--- config.mk ---
export PLATFORM = sky130hd
export DESIGN_NAME = delta_dec
export DESIGN_NICKNAME = d
export VERILOG_FILES = /design/src/rtl/delta_pkg.sv /design/src/rtl/delta_acc.sv /design/src/rtl/delta_dec.sv
export SDC_FILE = /design/constraint.sdc
export NUM_CORES = 1
export LEC_CHECK = 0
export ABC_CLOCK_PERIOD_IN_PS = 1850
export BUFFER_PORTS_ARGS = -buffer_cell sky130_fd_sc_hd__buf_2
export CORE_MARGIN = 2
export CORE_UTILIZATION = 50
export CTS_CLUSTER_SIZE = 40
export DETAILED_ROUTE_END_ITERATION = 10
export PLACE_DENSITY = 0.76
export SLEW_MARGIN = 10
export SYNTH_ARGS = -nofsm -noshare
export SYNTH_HDL_FRONTEND = slang
export SYNTH_HIERARCHICAL = 1
export SYNTH_SLANG_ARGS = --single-unit
--- constraint.sdc ---
create_clock -name Clk -period 1.85 [get_ports Clk]
set_input_delay 0.2775 -clock Clk [delete_from_list [all_inputs] [get_ports Clk]]
set_output_delay 0.2775 -clock Clk [all_outputs]
set_load 0.03 [all_outputs]
--- src/rtl/delta_pkg.sv ---
// delta_pkg: definitions shared by the delta decoder and the future delta encoder.
//   ST_WAIT_KEY / ST_RUN : decoder state encodings
//   FLAG_KEY / FLAG_DELTA: values of the key/delta flag on the stream
package delta_pkg;

    localparam logic ST_WAIT_KEY = 1'b0;
    localparam logic ST_RUN      = 1'b1;

    localparam logic FLAG_KEY    = 1'b1;
    localparam logic FLAG_DELTA  = 1'b0;

    typedef enum logic {
        S_WAIT_KEY = ST_WAIT_KEY,
        S_RUN      = ST_RUN
    } dec_state_t;

endpackage

--- src/rtl/delta_acc.sv ---
// delta_acc: accumulator register with wrap adder and signed-overflow detect.
// Optional feature macro: DELTA_DEC_OVF_EN (overflow detect; tied to 0 when undefined).
// Ports:
//   Clk   in   rising-edge clock
//   Rst   in   synchronous active-low reset, clears the accumulator
//   load  in   acc <= din (keyframe)
//   add   in   acc <= acc + din, wrapping (delta)
//   din   in   keyframe value or delta
//   value out  current accumulator
//   ovf   out  signed overflow of acc + din (combinational)
module delta_acc
    import delta_pkg::*;
#(
    parameter int DATAWIDTH = 8
) (
    input  logic                 Clk,
    input  logic                 Rst,
    input  logic                 load,
    input  logic                 add,
    input  logic [DATAWIDTH-1:0] din,
    output logic [DATAWIDTH-1:0] value,
    output logic                 ovf
);

    logic [DATAWIDTH-1:0] acc;
    logic [DATAWIDTH-1:0] sum;

    assign sum   = acc + din;
    assign value = acc;

`ifdef DELTA_DEC_OVF_EN
    // Operands share a sign but the result does not.
    assign ovf = (acc[DATAWIDTH-1] == din[DATAWIDTH-1]) &&
                 (sum[DATAWIDTH-1] != acc[DATAWIDTH-1]);
`else
    assign ovf = 1'b0;
`endif

    always_ff @(posedge Clk) begin
        if (!Rst) begin
            acc <= '0;
        end else if (load) begin
            acc <= din;
        end else if (add) begin
            acc <= sum;
        end
    end

endmodule

--- src/rtl/delta_dec.sv ---
// delta_dec: streaming delta decoder (integrator), x[n] = x[n-1] + d[n] mod 2^DATAWIDTH.
// Optional feature macro: DELTA_DEC_OVF_EN (drives out_ovf; tied to 0 when undefined).
// Ports:
//   Clk, Rst             rising-edge clock, synchronous active-low reset
//   in_valid/in_ready    input handshake; in_key=1 marks an absolute keyframe
//   in_data              keyframe value or delta
//   out_valid/out_ready  output handshake, one-cycle latency, held under backpressure
//   out_data             reconstructed sample
//   out_key              sample came from a keyframe
//   out_count            deltas applied since last keyframe (saturating)
//   err                  one-cycle pulse: delta received before any keyframe
//   out_ovf              signed overflow on this sample
//
// state    | meaning
// WAIT_KEY | no reference sample yet; deltas are dropped and flagged
// RUN      | accumulator valid; deltas are integrated
module delta_dec
    import delta_pkg::*;
#(
    parameter int DATAWIDTH  = 8,
    parameter int COUNTWIDTH = 8
) (
    input  logic                  Clk,
    input  logic                  Rst,
    input  logic                  in_valid,
    output logic                  in_ready,
    input  logic                  in_key,
    input  logic [DATAWIDTH-1:0]  in_data,
    output logic                  out_valid,
    input  logic                  out_ready,
    output logic [DATAWIDTH-1:0]  out_data,
    output logic                  out_key,
    output logic [COUNTWIDTH-1:0] out_count,
    output logic                  err,
    output logic                  out_ovf
);

    localparam logic [COUNTWIDTH-1:0] CNT_MAX = '1;

    dec_state_t state, state_nxt;
    logic       accept;
    logic       load;
    logic       add;
    logic       err_nxt;
    logic       acc_ovf;

    assign in_ready = ~out_valid | out_ready;
    assign accept   = in_valid & in_ready;

    always_ff @(posedge Clk) begin
        if (!Rst) begin
            state <= S_WAIT_KEY;
        end else begin
            state <= state_nxt;
        end
    end

    always_comb begin
        state_nxt = state;
        load      = 1'b0;
        add       = 1'b0;
        err_nxt   = 1'b0;
        if (accept) begin
            if (in_key == FLAG_KEY) begin
                load      = 1'b1;
                state_nxt = S_RUN;
            end else if (state == S_RUN) begin
                add = 1'b1;
            end else begin
                err_nxt = 1'b1;
            end
        end
    end

    // The accumulator always equals the last produced sample, so it doubles
    // as the output data register.
    delta_acc #(
        .DATAWIDTH(DATAWIDTH)
    ) u_acc (
        .Clk  (Clk),
        .Rst  (Rst),
        .load (load),
        .add  (add),
        .din  (in_data),
        .value(out_data),
        .ovf  (acc_ovf)
    );

    always_ff @(posedge Clk) begin
        if (!Rst) begin
            out_valid <= 1'b0;
            out_key   <= 1'b0;
            out_count <= '0;
            err       <= 1'b0;
        end else begin
            err <= err_nxt;
            if (load) begin
                out_valid <= 1'b1;
                out_key   <= 1'b1;
                out_count <= '0;
            end else if (add) begin
                out_valid <= 1'b1;
                out_key   <= 1'b0;
                if (out_count != CNT_MAX) begin
                    out_count <= out_count + 1'b1;
                end
            end else if (out_ready) begin
                out_valid <= 1'b0;
            end
        end
    end

`ifdef DELTA_DEC_OVF_EN
    always_ff @(posedge Clk) begin
        if (!Rst) begin
            out_ovf <= 1'b0;
        end else if (load) begin
            out_ovf <= 1'b0;
        end else if (add) begin
            out_ovf <= acc_ovf;
        end
    end
`else
    assign out_ovf = acc_ovf;
`endif

endmodule

# [Yosys cells after proc, flatten, opt, wreduce, memory -nomap -nowiden]
# Cells that the tools add are included.
[word_totals] reg_bits=20 out_inout_bits=21
[classes] n_eq_ne=1 muxes=13 bitwise=5 n_addsub=2 n_reduce_logical=6
[ops] operator="8-bit 2-to-1 mux" count=2
[ops] operator="1-bit 2-to-1 mux" count=11
[ops] operator="8-bit by 1-bit adder with 8-bit output, second input constant" count=1
[ops] operator="8-bit adder" count=1
[ops] operator="8-bit inequality test, second input constant" count=1
[ops] operator="2-bit AND reduction" count=2
[ops] operator="1-bit NOT" count=3
[ops] operator="3-bit nonzero test" count=1
[ops] operator="3-bit OR reduction" count=1
[ops] operator="2-bit nonzero test" count=1
[ops] operator="2-bit OR reduction" count=1
[ops] operator="1-bit bitwise AND" count=1
[ops] operator="1-bit OR" count=1

# [Logic depth before layout (Yosys ltp)]
[depth] depth_word=6 ltp_mapped=9 ltp_nobuf=9

# [Modules after synthesis]
# Netlist, hierarchy kept.
[modules_own_cells] mod="delta_acc" cells_per_inst=79 area_per_inst_um2=680.7 seq_area_each_um2=160.2 n_inst=1
[modules_own_cells] mod="delta_dec" cells_per_inst=68 area_per_inst_um2=599.3 seq_area_each_um2=240.2 n_inst=1

# [Least setup slack after synthesis]
# OpenSTA, ideal clock, no wires.
[synth_path] path_type="register -> register" from="register u_acc.acc[0] (netlist: u_acc/value[0])" to="register u_acc.acc[4] (netlist: u_acc/value[4])" stages_incl_launch_ff=10 synth_period_minus_slack_ns=1.888 arrival_time_ns=1.769 setup_slack_ns=-0.038 setup_ns=0.119 required_ns=1.731 path_cell_list="dfxtp_1 -> ha_1 -> inv_1 -> fa_1 -> nor2b_1 -> o21ai_1 -> nor2b_1 -> xnor2_1 -> mux2i_1 -> a21oi_1"
[synth_via] elab_chain_len=3
[synth_lines] item="start: declaration" line_no="delta_acc.sv:25" rtl="logic [DATAWIDTH-1:0] acc;"
[synth_lines] item="start signal: assignment" line_no="delta_acc.sv:43" rtl="acc <= din;"
[synth_lines] item="start signal: assignment" line_no="delta_acc.sv:45" rtl="acc <= sum;"
[synth_lines] item="8-bit adder" line_no="delta_acc.sv:28" rtl="assign sum = acc + din;"
[synth_lines] item="8-bit 2-to-1 mux" line_no="delta_acc.sv:44" rtl="end else if (add) begin"
[synth_lines] item="8-bit 2-to-1 mux" line_no="delta_acc.sv:42" rtl="end else if (load) begin"
# Every way passes these cells. The select of a mux whose other input is x is not followed.
# A chain may end at the register's enable or synchronous reset.

# [Worst setup path after layout]
[layout_path] from="register u_acc.acc[0] (netlist: u_acc/value[0])" to="register u_acc.acc[6] (netlist: u_acc/value[6])"
# Same word-level chain as after synthesis.

==> key figures <==
Worst hold path
  – Hold Path Class: input port to flip-flop

Synthesis
  – Area contributors post-synth: dfxtp_1 31%, ha_1 7.8%, a21oi_1 4.7%
  – Area leader, netlist: dfxtp_1
  – Sequential-to-total area share from yosys stat: 31.28%
  – YS warnings: 6
  – Synth unique cells: 47
  – Avg Synthesized Cell Area: 8.707 sq um
  – Synth Register Bits: 20
  – Cells after Synth: 147
  – Ys async rst share: 0%
  – Mapped cell area: 0.001280 sq mm
  – Most used DFF post-synth: dfxtp_1
  – Post-synth EDFFs: 0
  – Syn_nets: 169
  – Synth top area share: 31.28%

Clocking
  – Max H-tree Level: 1
  – CTS Buf Count: 3
  – Worst skew pair latency: 310 ps
  – CTS tree: yes
  – Clock root cell: clkbuf_4
  – Cts hold-fix bufs: 0
  – Reg clk slew, reported paths: 130 ps
  – Clock Tree Buf Depth: 2
  – Clock sinks: 20

Final layout
  – Layout cells sized above 1: 29.89%
  – Most common cell after layout, fill and taps aside: buf_2
  – Area taken by multi-input logic gates: 839.6 sq um
  – Register area: 401.6 sq um
  – Ant diodes: 0
  – Nets: 207
  – Final Non-Filler Cells: 214
  – # fillers: 213
  – Most frequent cells in the layout: 32 x buf_2, 19 x dfxtp_1, 12 x a21oi_1
  – Area grow syn2layout: 21.70%
  – Design Area, Final: 0.001558 sq mm

Outcome
  – Status: finished, final reports clean

Power and ir drop
  – Sw power: 308.9 uW
  – Int Power: 767.6 uW
  – Clock power frac: 33.9%
  – Worst ir drop on vdd: 0.5846 mV
  – Sw frac: 28.69%
  – Gate power share: 22.9%
  – Flop pwr share: 43.2%
  – Pleak: 0.0006952 uW
  – Pwr dens: 691.1 mW/mm^2

Placement
  – Placed cell count: 207
  – Placed cell area: 0.001468 sq mm
  – Routability cong.: 0.7910
  – I/O Buffers: 32
  – Hpwl dp: 2.160 mm

Timing
  – Hold Vio Cnt, Final: 0
  – Final period util: 97.07%
  – Slew at the pin closest to its max-slew limit: 504.2 ps
  – Setup Skew: 18.67 ps
  – Maximum operating frequency: 556.9 MHz
  – Max_slew headroom: 66.03%
  – TNS Setup: 0 ps
  – Max-slew violations: 0
  – # setup viols final: 0
  – Fin crit period: 1796 ps

Worst setup path
  – Buf/Inv on CP: 1
  – Critical path cell sequence: ha_4 > inv_1 > fa_2 > nor2b_1 > o21ai_1 > a21oi_1 > nor2_1 > xor2_1 > a21oi_1
  – Most used cell along the critical path: a21oi_1
  – Kind of critical path: flip-flop to flip-flop
  – Worst setup EP type: flip-flop
  – Worst Path Max Fanout: 3
  – CP max stage delay: 380 ps
  – Crit path required time: 2050 ps
  – CP Data Arrival Time: 1990 ps
  – Crit path max-delay cell type: dfxtp_2
  – Crit start category: flip-flop
  – CP delay by family, top: adder cells

Drt
  – Vias per cell: 5.818
  – Drt total wl: 2.982 mm
  – Initial DRC count: 29
  – Vias: 1245
  – DRC Markers: 0
  – DRT Pass-1 Iters: 4
  – Detail Route Antenna Nets: 0
  – Routed WL per cell: 13.93 um

Floorplan
  – Chip height: 54.60 um
  – Core box area: 0.002455 sq mm
  – Die ar.: 0.002981 sq mm
  – I/O pin count: 34
  – Rows: 18
  – Die span in x: 54.60 um
  – Initial Util: 52.14%

Global routing
  – Grt total ovfl: 0
  – Total GRT Usage: 21.14%
  – Number of global-route vias before repair: 1066
  – Initial antenna violation count: 0
  – Global-route wire length before repair: 4.567 mm
  – Largest net degree at the start of global routing: 18

Job
  – Max_cap viols: 0
[power by group through the flow]
stage	Clock [uW]	Sequential (uW)	Combinational [uW]
finish	365	465	247
global route	386	467	271
CTS	367	464	236
detailed placement	0	474	234
global placement	0	472	226
floorplan	0	505	136
[through the flow]
step	worst slack (ps)	hold WS [ps]	power [uW]	utilization, %
after floorplan	30.16	353.6	641.0	-
after global placement	116.3	477.0	698.1	59.79
after detailed placement	67.65	497.6	708.4	59.79
after CTS	77.65	181.7	1066	61.93
after global routing	-80.15	189.6	1124	63.46
final	54.19	180.3	1076	63.46
[metal layers]
layer | global-route usage (%) | part of all wire (%) | wire (um)
met1 | 26.13 | 44 | 1324
met2 | 36.31 | 49 | 1473
met3 | 6.284 | 5.8 | 174
met4 | 3.750 | 0.34 | 10
met5 | 0 | 0 | 0
[sequential cells by signal, indices dropped and copies added (netlist names)]
| signal | flops |
|---|---|
| out_count | 8 |
| u_acc/value | 8 |
| err | 1 |
| out_key | 1 |
| out_valid | 1 |
| state | 1 |
[cell usage after synthesis (all sizes together), types with 2 or more instances]
master and n:
nand4b 3, or3 2, and2 2, buf 2
nand3 4, nor3 5, nand2 11, o21ai 10
a31oi 2, o211a 2, nor4 2, xnor2 3
nor2b 6, nor2 10, o211ai 2, o21a 3
xor2 2, nand4 2, ha 8, mux2i 6
dfxtp 20, inv 7, a311oi 2, a21oi 15
nor3b 4
[cells by family (layout without fill, tap and decap cells)]
| kind of cell | after synthesis | count (layout) | share of synthesized area, % |
|---|---|---|---|
| AOI/OAI and AO/OA | 41 | 41 | 21.51 |
| xor gates and xnor gates | 5 | 5 | 3.422 |
| adders and majority gates | 9 | 9 | 9.385 |
| buffers and inverters | 11 | 48 | 4.301 |
| DFF | 20 | 20 | 31.28 |
| muxes | 6 | 6 | 4.692 |
| other | 1 | 1 | 0.2930 |
| and+or+nand+nor | 54 | 54 | 25.12 |
[path summary, 6_finish.rpt]
path	from	slack (ps)	end	depth (start not counted)
worst max-delay path	u_acc/value[0]	50	u_acc/value[6]	9
worst min-delay path	in_key	180	err	2
worst max register to register	u_acc/value[0]	50	u_acc/value[6]	9
worst min register to register	out_key	520	out_key	2
[timing repair]
item / CTS / global route
gates resized for setup: 0 / 3
buffers inserted: 0 / 3
setup endpoints to repair: 0 / 2
[area by class of cell]
cell class	count	area share (%)
multi-input cells	116	53.90
flip-flops and latches	20	25.78
repair buffers	37	12.69
well taps	30	2.410
clock inverters	1	1.928
inverters	7	1.847
clock buffers	3	1.446
(Power assumes the default switching activity.)
